**config.mk**
```make
export PLATFORM = sky130hd
export DESIGN_NAME = div_sequencer
export DESIGN_NICKNAME = d
export VERILOG_FILES = /design/src/rtl/div_sequencer.sv
export SDC_FILE = /design/constraint.sdc
export NUM_CORES = 1
export LEC_CHECK = 0
export ABC_AREA = 1
export CORE_MARGIN = 2
export CORE_UTILIZATION = 35
export DETAILED_ROUTE_END_ITERATION = 10
export SLEW_MARGIN = 40
export SYNTH_ARGS = -nofsm -noshare
export SYNTH_HDL_FRONTEND = slang
export SYNTH_SLANG_ARGS = --single-unit
```
**constraint.sdc**
```tcl
create_clock -name clk -period 2.3 [get_ports clk]
set_input_delay 0.46 -clock clk [delete_from_list [all_inputs] [get_ports clk]]
set_output_delay 0.46 -clock clk [all_outputs]
set_load 0.1 [all_outputs]
```
**src/rtl/div_sequencer.sv**
```systemverilog
// div_sequencer: multi-cycle restoring divider controller. One quotient bit is
// resolved per clock in ITER; PREP converts operands to magnitudes and FIXUP
// restores the result signs. The control unit pulses start and waits for done.
//
// Optional feature (compile-time macro DIV_EARLY_EXIT_EN): when
// |dividend| < |divisor| the ITER phase is skipped (quotient 0, remainder =
// dividend). Results are identical with or without it; only latency changes.
//
// Ports:
//   clk, rst_n   clock (rising edge), asynchronous active-low reset
//   start        request, sampled only in IDLE (operands latched with it)
//   is_signed    1 = two's-complement operands, 0 = unsigned
//   dividend     numerator
//   divisor      denominator
//   flush        synchronous abort; back to IDLE, no done, outputs held
//   busy         high while an operation is in flight
//   done         one-cycle pulse; results valid from this cycle on
//   quotient     result, held until the next done
//   remainder    result (sign follows dividend), held until the next done
//   div_by_zero  set with done when the latched divisor was zero
module div_sequencer #(
  parameter int WIDTH = 32
) (
  input  logic             clk,
  input  logic             rst_n,
  input  logic             start,
  input  logic             is_signed,
  input  logic [WIDTH-1:0] dividend,
  input  logic [WIDTH-1:0] divisor,
  input  logic             flush,
  output logic             busy,
  output logic             done,
  output logic [WIDTH-1:0] quotient,
  output logic [WIDTH-1:0] remainder,
  output logic             div_by_zero
);

  localparam int CW = (WIDTH > 1) ? $clog2(WIDTH) : 1;

  typedef enum logic [2:0] {
    S_IDLE,
    S_PREP,
    S_ITER,
    S_FIXUP,
    S_DONE
  } state_t;

  state_t state, state_nxt;

  logic [WIDTH-1:0] dvd_q;     // dividend as latched
  logic [WIDTH-1:0] dvs_q;     // divisor as latched
  logic             sgn_en;    // is_signed as latched
  logic             sign_q;    // quotient must be negated
  logic             sign_r;    // remainder must be negated
  logic             dbz;       // latched divisor was zero
  logic [WIDTH-1:0] dvs_mag;   // |divisor|
  logic [WIDTH-1:0] acc_a;     // dividend shifts out / quotient bits shift in
  logic [WIDTH:0]   acc_p;     // partial remainder, one guard bit for the sign
  logic [CW-1:0]    cnt;

  // Magnitudes of the latched operands. -2^(WIDTH-1) negates to itself, which
  // read as unsigned is exactly the required magnitude.
  logic [WIDTH-1:0] dvd_mag_c, dvs_mag_c;
  logic             dvs_zero, early_c;

  assign dvd_mag_c = (sgn_en && dvd_q[WIDTH-1]) ? (~dvd_q + 1'b1) : dvd_q;
  assign dvs_mag_c = (sgn_en && dvs_q[WIDTH-1]) ? (~dvs_q + 1'b1) : dvs_q;
  assign dvs_zero  = (dvs_q == '0);

`ifdef DIV_EARLY_EXIT_EN
  assign early_c = !dvs_zero && (dvd_mag_c < dvs_mag_c);
`else
  assign early_c = 1'b0;
`endif

  // One restoring step: shift {P,A} left, trial-subtract the divisor. A set
  // guard bit means the trial went negative, so the shifted P is kept.
  logic [WIDTH:0] p_shift, p_trial;
  logic           p_neg;

  assign p_shift = {acc_p[WIDTH-1:0], acc_a[WIDTH-1]};
  assign p_trial = p_shift - {1'b0, dvs_mag};
  assign p_neg   = p_trial[WIDTH];

  // Sign restoration applied in FIXUP.
  logic [WIDTH-1:0] q_fix, r_fix;

  assign q_fix = sign_q ? (~acc_a + 1'b1) : acc_a;
  assign r_fix = sign_r ? (~acc_p[WIDTH-1:0] + 1'b1) : acc_p[WIDTH-1:0];

  // State register
  always_ff @(posedge clk or negedge rst_n) begin
    if (!rst_n) state <= S_IDLE;
    else        state <= state_nxt;
  end

  // Next-state logic; flush overrides every transition.
  always_comb begin
    // NOTE: default assigned first so no path leaves state_nxt unassigned,
    // which would otherwise infer a latch.
    state_nxt = state;
    unique case (state)
      S_IDLE:  if (start) state_nxt = S_PREP;
      S_PREP:  state_nxt = (dvs_zero || early_c) ? S_FIXUP : S_ITER;
      S_ITER:  if (cnt == '0) state_nxt = S_FIXUP;
      S_FIXUP: state_nxt = S_DONE;
      S_DONE:  state_nxt = S_IDLE;
      default: state_nxt = S_IDLE;
    endcase
    if (flush) state_nxt = S_IDLE;
  end

  // Datapath and registered outputs.
  // NOTE: every datapath register is reset as well, so a reset mid-operation
  // leaves no stale accumulator or counter contents behind.
  always_ff @(posedge clk or negedge rst_n) begin
    if (!rst_n) begin
      dvd_q       <= '0;
      dvs_q       <= '0;
      sgn_en      <= 1'b0;
      sign_q      <= 1'b0;
      sign_r      <= 1'b0;
      dbz         <= 1'b0;
      dvs_mag     <= '0;
      acc_a       <= '0;
      acc_p       <= '0;
      cnt         <= '0;
      quotient    <= '0;
      remainder   <= '0;
      div_by_zero <= 1'b0;
      done        <= 1'b0;
      busy        <= 1'b0;
    end else begin
      // busy and done trail the state register by one cycle; flush drops
      // them on the same edge that returns the FSM to IDLE.
      busy <= (state != S_IDLE) && !flush;
      done <= (state == S_DONE) && !flush;

      unique case (state)
        S_IDLE: begin
          if (start && !flush) begin
            dvd_q  <= dividend;
            dvs_q  <= divisor;
            sgn_en <= is_signed;
          end
        end
        S_PREP: begin
          sign_q  <= sgn_en & (dvd_q[WIDTH-1] ^ dvs_q[WIDTH-1]);
          sign_r  <= sgn_en & dvd_q[WIDTH-1];
          dbz     <= dvs_zero;
          dvs_mag <= dvs_mag_c;
          cnt     <= CW'(WIDTH - 1);
          if (early_c) begin
            acc_a <= '0;
            acc_p <= {1'b0, dvd_mag_c};
          end else begin
            acc_a <= dvd_mag_c;
            acc_p <= '0;
          end
        end
        S_ITER: begin
          acc_p <= p_neg ? p_shift : p_trial;
          acc_a <= {acc_a[WIDTH-2:0], ~p_neg};
          cnt   <= cnt - 1'b1;
        end
        S_FIXUP: begin
          if (dbz) begin
            acc_a <= '1;
            acc_p <= {1'b0, dvd_q};
          end else begin
            acc_a <= q_fix;
            acc_p <= {1'b0, r_fix};
          end
        end
        S_DONE: begin
          if (!flush) begin
            quotient    <= acc_a;
            remainder   <= acc_p[WIDTH-1:0];
            div_by_zero <= dbz;
          end
        end
        default: ;
      endcase
    end
  end

endmodule

```
==> run_results.csv, run 1 <==
group,metric,value,unit
logic_synthesis,synthTopCellsByArea,"dfrtp_1 37%, nand2_1 14%, inv_1 8.6%, nand3_1 6.7%, a21oi_1 6.5%",
cells_and_area,area.sequential,0.00598,mm²
timing,worstMarginPinSlew,0.587,ns
logic_synthesis,synth_seq_cells,239,
cells_and_area,multi_input_area,0.00931,mm²
setup_path,start_kind,"flop",
clocking,insertion_delay,0.60,ns
setup_path,crit_type,"flop to flop",
setup_path,crit_required,2.75,ns
drt,vias,17500,
floorplanning,dieHeight,220,µm
timing,relSlewSlack,60.5,%
placed_design,port_buffers,135,
timing,slew_violations,0,
status,violations,"setup timing",
floorplanning,fp-row-count,79,
drt,drt_iter0_drc,1537,
clocking,cts_tree,"done",
setup_path,arrival,2.77,ns
logic_synthesis,synth-edff-count,0,
floorplanning,ios,136,
cells_and_area,drive_gt1_share,18.5,%
timing,period_share,101,%
placed_design,gp_congestion,0.981,
timing,rsz0062_at_grt,"yes",
logic_synthesis,synth_cell_type_count,52,
clocking,cts_htree_levels,1,
hold_path,min_path_type,"input port to async pin",
clocking,numCtsBuffers,29,
setup_path,critPathMaxFanout,5,
floorplanning,coreArea,0.0464,mm²
global_routing,grt_first_pass_wirelength,90900,µm
cells_and_area,final_area,0.0216,mm²
logic_synthesis,synth_area,0.0164,mm²
logic_synthesis,yosysTopAreaCell,"dfrtp_1",
logic_synthesis,ys.flop_type,"dfrtp_1",
global_routing,gr-total-overflow,0,
drt,wl_per_cell,17.4,µm
cells_and_area,syn_to_final_growth,31.9,%
timing,fmax,432,MHz
floorplanning,die_w,220,µm
timing,hold_ws,0.379,ns
global_routing,grt_start_max_net_pins,69,
logic_synthesis,syn-num-nets,2590,
global_routing,grt_use_total,23.9,%
logic_synthesis,synth_cells,2482,
timing,hold_viol_final,0,
drt,drt-vias-per-instance,5.12,
logic_synthesis,yosys_warnings,0,
logic_synthesis,seq_area_frac_synth,36.5,%
timing,fin_crit,2.31,ns
global_routing,antenna_found_initial,1,
timing,worst_clock_skew,0.0531,ns
job,maxCapViolations,0,
drt,detail-route-antenna-nets,0,
clocking,clockRootBuffer,"clkbuf_16",
clocking,cts_buffer_depth,3,
global_routing,first_global_vias,16400,
setup_path,cp-end-kind,"flop",
timing,worst_slack,-0.0138,ns
logic_synthesis,syn_avg_cell_area,6.60,µm²
cells_and_area,fin_util,46.6,%
clocking,path_clk_slew,0.07,ns
cells_and_area,fillerInstances,4708,
drt,drt_first_pass_iters,6,
placed_design,detailedPlacementHpwl,45500,µm
floorplanning,start_util,35.3,%
drt,drt_wl_total,59300,µm
drt,drc,0,
logic_synthesis,synth_top_area_share,36.5,%
placed_design,post_dp_cell_area,0.0197,mm²
status,outcome,"finished, violations left",
cells_and_area,mostFrequentLayoutCell,"nand2_1",
cells_and_area,layout_common_cells,"585 x nand2_1, 365 x inv_1, 265 x buf_4",
logic_synthesis,synth-async-reset-ratio,100,%
timing,setup_violations,1,
floorplanning,die-area,0.0485,mm²
clocking,cts.sinks,239,
placed_design,dp_slack,-0.0763,ns
cells_and_area,finish.net_count,2892,
[repair_timing]
item | CTS | global route
setup endpoints to repair | 33 | 59
hold buffers | 1 | 0
gates cloned | 0 | 8
endpoints found under the hold margin | 44 | 0
setup buffers | 0 | 10
resized for setup | 11 | 152
pin swaps | 0 | 17
[layer usage]
metal / share of wire [%] / track usage (%) / routed length [µm]
met1: 46 / 34.6 / 27600
met2: 45 / 37.8 / 26600
met3: 6.2 / 2.98 / 3690
met4: 2.5 / 6.04 / 1480
met5: 0.013 / 0 / 8
[worst paths after layout]
kind	startpoint	end	slack [ns]	cells after the start
max in group asynchronous	rst_n	dvs_q[21]	1.12	3
setup reg to reg	acc_p[6]	acc_p[26]	-0.01	9
hold reg to reg	quotient[18]	quotient[18]	0.48	2
setup / recovery	acc_p[6]	acc_p[26]	-0.01	9
hold / removal	rst_n	quotient[29]	0.38	2
min in group clk	dividend[27]	dvd_q[27]	0.47	3
[metrics by stage]
stage,setup TNS [ns],cells
CTS,0,3395
detailed placement,-1.50,3341
floorplan,0,2482
global route,-1.63,3413
finish,-0.0138,3414
global placement,-0.0913,3341
[cells in the mapped netlist, drive strengths merged (5+ instances only)]
master / number
a31oi: 7
o21ai: 194
clkbuf: 59
o211ai: 5
nor4: 6
nor2: 291
nor3: 30
a21oi: 220
xor2: 40
nand2: 621
nand3: 221
inv: 384
ha: 38
nand4: 51
a22oi: 5
xnor2: 8
dfrtp: 239
buf: 29
[cell type report]
| cell class | count | share of cell area [%] |
|---|---|---|
| diodes | 1 | 0.0116 |
| clock buffers | 39 | 3.67 |
| clock inverters | 14 | 0.800 |
| inverters | 385 | 6.71 |
| multi-input cells | 1772 | 43.1 |
| flip-flops and latches | 239 | 27.7 |
| well taps | 607 | 3.52 |
| repair buffers | 357 | 14.4 |
[worst max-delay path, cell delays in order (launching register included)]
cell     delay [ns]
dfrtp_1        0.44
buf_4          0.18
inv_1          0.15
nand3_1        0.17
nor3_1         0.35
nand3_1        0.19
xor2_1         0.37
nand2_1        0.09
a21oi_1        0.13
a21oi_1        0.08
[state kept, by name (all words and copies together) (netlist names)]
signal,cells
sign_r,1
quotient,32
cnt,5
sgn_en,1
busy,1
acc_p,32
remainder,32
div_by_zero,1
dbz,1
done,1
dvs_mag,32
acc_a,32
dvd_q,32
sign_q,1
state,3
dvs_q,32
[cells by family after synthesis]
kind of cell               after synthesis  synth area share [%]
AOI/OAI and AO/OA                      452                  14.7
xor gates and xnor gates                48                  2.57
adders and majority gates               39                  3.03
buffers and inverters                  473                  11.2
DFF                                    239                  36.5
muxes                                    3                 0.206
and+or+nand+nor                       1228                  31.7
Power of run 1 is left out: the tool's default activity adds up to more than one toggle a clock period on the data nets, which glitch-free logic cannot reach.
==> run 2: changes to the inputs <==
--- a/config.mk
+++ b/config.mk
@@ -5,10 +5,10 @@
 export SDC_FILE = /design/constraint.sdc
 export NUM_CORES = 1
 export LEC_CHECK = 0
-export ABC_AREA = 1
 export CORE_MARGIN = 2
 export CORE_UTILIZATION = 35
 export DETAILED_ROUTE_END_ITERATION = 10
+export PLACE_DENSITY = 0.61
 export SLEW_MARGIN = 40
 export SYNTH_ARGS = -nofsm -noshare
 export SYNTH_HDL_FRONTEND = slang
==> constraint.sdc (replaced) <==
create_clock -name clk -period 2.4 [get_ports clk]
set_input_delay 0.48 -clock clk [delete_from_list [all_inputs] [get_ports clk]]
set_output_delay 0.48 -clock clk [all_outputs]
set_load 0.1 [all_outputs]
==> run 2 against run 1 <==
Compared with the run above: the run still ends with setup timing left; die area decreased by 10%; final cell count down 26%; area after synthesis decreased by 10%; worst hold slack better by 0.062 ns; flip-flop and latch count unchanged; global-route usage down 3.1 points; non-clock buffer count up 97; synthesized cell count fell by 37%; register-to-register slack got worse by 0.59 ns; sequential share of layout area up 1.9 points; via count shrank 23%.
==> run_results.csv, run 2 <==
group,metric,value,unit
power,worst_ir_drop_vdd,0.000598,V
logic_synthesis,netlist_top_cells_count,"239 x dfrtp_1, 135 x nand2_1, 133 x mux2_2",
cells_and_area,n_antenna_cell,0,
hold_path,min_path_type,"input port to async pin",
placed_design,post_dp_cell_area,0.0186,mm²
setup_path,crit_type,"flop to flop",
timing,hold_viol_final,0,
global_routing,grt_use_total,20.8,%
logic_synthesis,synth_seq_cells,239,
clocking,numCtsBuffers,29,
timing,fmax,333,MHz
drt,vias,13400,
drt,drt_iter0_drc,888,
logic_synthesis,synth.most_common_cell,"dfrtp_1",
timing,fin_crit,3.00,ns
placed_design,detailedPlacementHpwl,34400,µm
power,power,26.5,mW
clocking,insertion_delay,0.57,ns
timing,period_share,125,%
cells_and_area,fin_cells,2519,
timing,relSlewSlack,50.2,%
setup_path,cp-end-kind,"flop",
floorplanning,coreArea,0.0417,mm²
logic_synthesis,ys.flop_type,"dfrtp_1",
timing,setup_violations,33,
status,outcome,"finished, violations left",
setup_path,start_kind,"flop",
logic_synthesis,yosys_warnings,0,
setup_path,arrival,3.46,ns
setup_path,r2r_setup_slack,-0.60,ns
cells_and_area,fin_util,48.4,%
clocking,cts_tree,"done",
placed_design,port_buffers,135,
floorplanning,dieHeight,209,µm
logic_synthesis,synth-edff-count,0,
logic_synthesis,synth_cell_type_count,83,
logic_synthesis,synthTopCellsByArea,"dfrtp_1 41%, mux2_2 10%, a21oi_1 3.9%, o21ai_0 3.6%, nand2_1 3.4%",
logic_synthesis,synth-async-reset-ratio,100,%
cells_and_area,finish.net_count,2068,
timing,slew_violations,0,
logic_synthesis,syn_avg_cell_area,9.37,µm²
global_routing,grt_start_max_net_pins,82,
cells_and_area,final_area,0.0202,mm²
timing,worstMarginPinSlew,0.740,ns
cells_and_area,mostFrequentLayoutCell,"buf_4",
floorplanning,die-area,0.0437,mm²
drt,drt-vias-per-instance,5.33,
placed_design,dp_cells,2453,
logic_synthesis,seq_area_frac_synth,40.7,%
clocking,cts_htree_levels,1,
global_routing,first_global_vias,13200,
setup_path,crit_required,2.86,ns
global_routing,gr-total-overflow,0,
setup_path,critPathMaxFanout,5,
cells_and_area,drive_gt1_share,33.9,%
setup_path,worst_r2r_endpoint,"acc_p[21]",
logic_synthesis,synth_cells,1570,
setup_path,worstRegToRegCells,13,
timing,worst_clock_skew,0.0206,ns
logic_synthesis,syn-num-nets,1678,
cells_and_area,syn_to_final_growth,37.2,%
drt,wl_per_cell,18.2,µm
logic_synthesis,synth_top_area_share,40.7,%
cells_and_area,layout_common_cells,"360 x buf_4, 237 x dfrtp_1, 133 x mux2_2",
logic_synthesis,yosysTopAreaCell,"dfrtp_1",
clocking,cts_buffer_depth,3,
timing,rsz0062_at_grt,"yes",
drt,drt_wl_total,45700,µm
clocking,path_clk_slew,0.06,ns
logic_synthesis,synth_area,0.0147,mm²
drt,detail-route-antenna-nets,0,
drt,drc,0,
setup_path,timing.rr.start,"acc_a[31]",
clocking,cts.sinks,239,
global_routing,antenna_found_initial,1,
global_routing,grt_first_pass_wirelength,72800,µm
timing,worst_slack,-0.599,ns
drt,drt_first_pass_iters,5,
power,power_leakage,9.01,nW
clocking,clockRootBuffer,"clkbuf_16",
power,powerDensity,1320,mW/mm²
floorplanning,start_util,35.3,%
placed_design,gp_congestion,0.920,
status,violations,"setup timing",
floorplanning,die_w,209,µm
floorplanning,ios,136,
job,maxCapViolations,0,
floorplanning,fp-row-count,75,
-- run 2: cell types whose count changed after synthesis, moves of 29 or more --
cell / delta
nand2_1: -476
nand4_1: -46
nand3_1: -180
mux2i_1: +32
a21oi_1: -99
o21ai_0: -80
nor2_1: -169
xnor2_1: +35
nor3_1: +29
inv_1: -319
mux2_2: +130
-- run 2: what timing repair did --
action	in CTS	in global routing
endpoints found under the hold margin	42	0
gates resized for setup	45	47
hold buffers	1	0
setup buffers	10	4
cloned	1	0
pin swaps	17	23
setup endpoints to repair	43	54
-- run 2: final cells by class --
type                       instances  area [µm²]
clock buffer                      38         810
clock inverter                    13         161
fill                            3987       21500
inverter                          57         214
multi-input combinational       1179        8560
sequential                       239        5980
tap                              539         674
timing repair buffer             454        3780
-- run 2: critical path, cell delays in order (launching register included) --
cell and delay [ns]:
dfrtp_1 0.37, inv_2 0.06, ha_4 0.16, fa_2 0.33
nand2b_4 0.16, a21oi_4 0.17, nor4_4 0.06, o211ai_2 0.28
a21oi_4 0.12, o31ai_4 0.41, nor2_8 0.10, buf_6 0.14
or3_1 0.30, a32o_1 0.22
-- run 2: through the flow --
stage	hold WS, ns	setup TNS (ns)	setup WS [ns]
final	0.441	-17.25	-0.599
after global routing	0.443	-21.78	-0.732
after CTS	0.435	-16.68	-0.594
after detailed placement	0.438	-20.85	-0.609
after global placement	0.431	-18.52	-0.568
after floorplan	0.184	-11.08	-0.409
-- run 2: layer usage --
layer	vias up	global-route usage [%]	wire (µm)	part of all wire [%]
met1	6411	28.4	20500	45
met4	0	5.91	1360	3.0
li1	6479	-	-	-
met5	-	0	0	0
met3	78	3.20	2750	6.0
met2	447	34.1	21200	46
-- run 2: cells by family after synthesis --
family          after synthesis  synth area share [%]
simple gates                457                  15.6
compound gates              418                  17.5
flops                       239                  40.7
mux                         168                  12.6
buf+inv                     153                  4.49
xor+xnor                     96                  5.72
fa+ha+maj                    39                  3.37
-- run 2: how the worst max path moves through the flow --
stage                end       start  slack, ns  depth (start not counted)
6_report       acc_p[21]   acc_a[31]      -0.60                         13
5_1_grt        acc_p[21]   acc_a[31]      -0.73                         13
4_1_cts        acc_p[21]   acc_a[31]      -0.59                         13
3_5_place_dp   acc_p[21]  dvs_mag[0]      -0.61                         12
3_3_place_gp   acc_p[26]   acc_a[31]      -0.57                         12
2_1_floorplan   acc_p[5]   acc_p[29]      -0.41                         11
-- run 2: report_power, final --
part,switching [mW],internal [mW]
registers,0.990,5.20
clock network,1.79,2.69
logic,8.52,7.35
total,11.3,15.2
(Power assumes the default switching activity.)
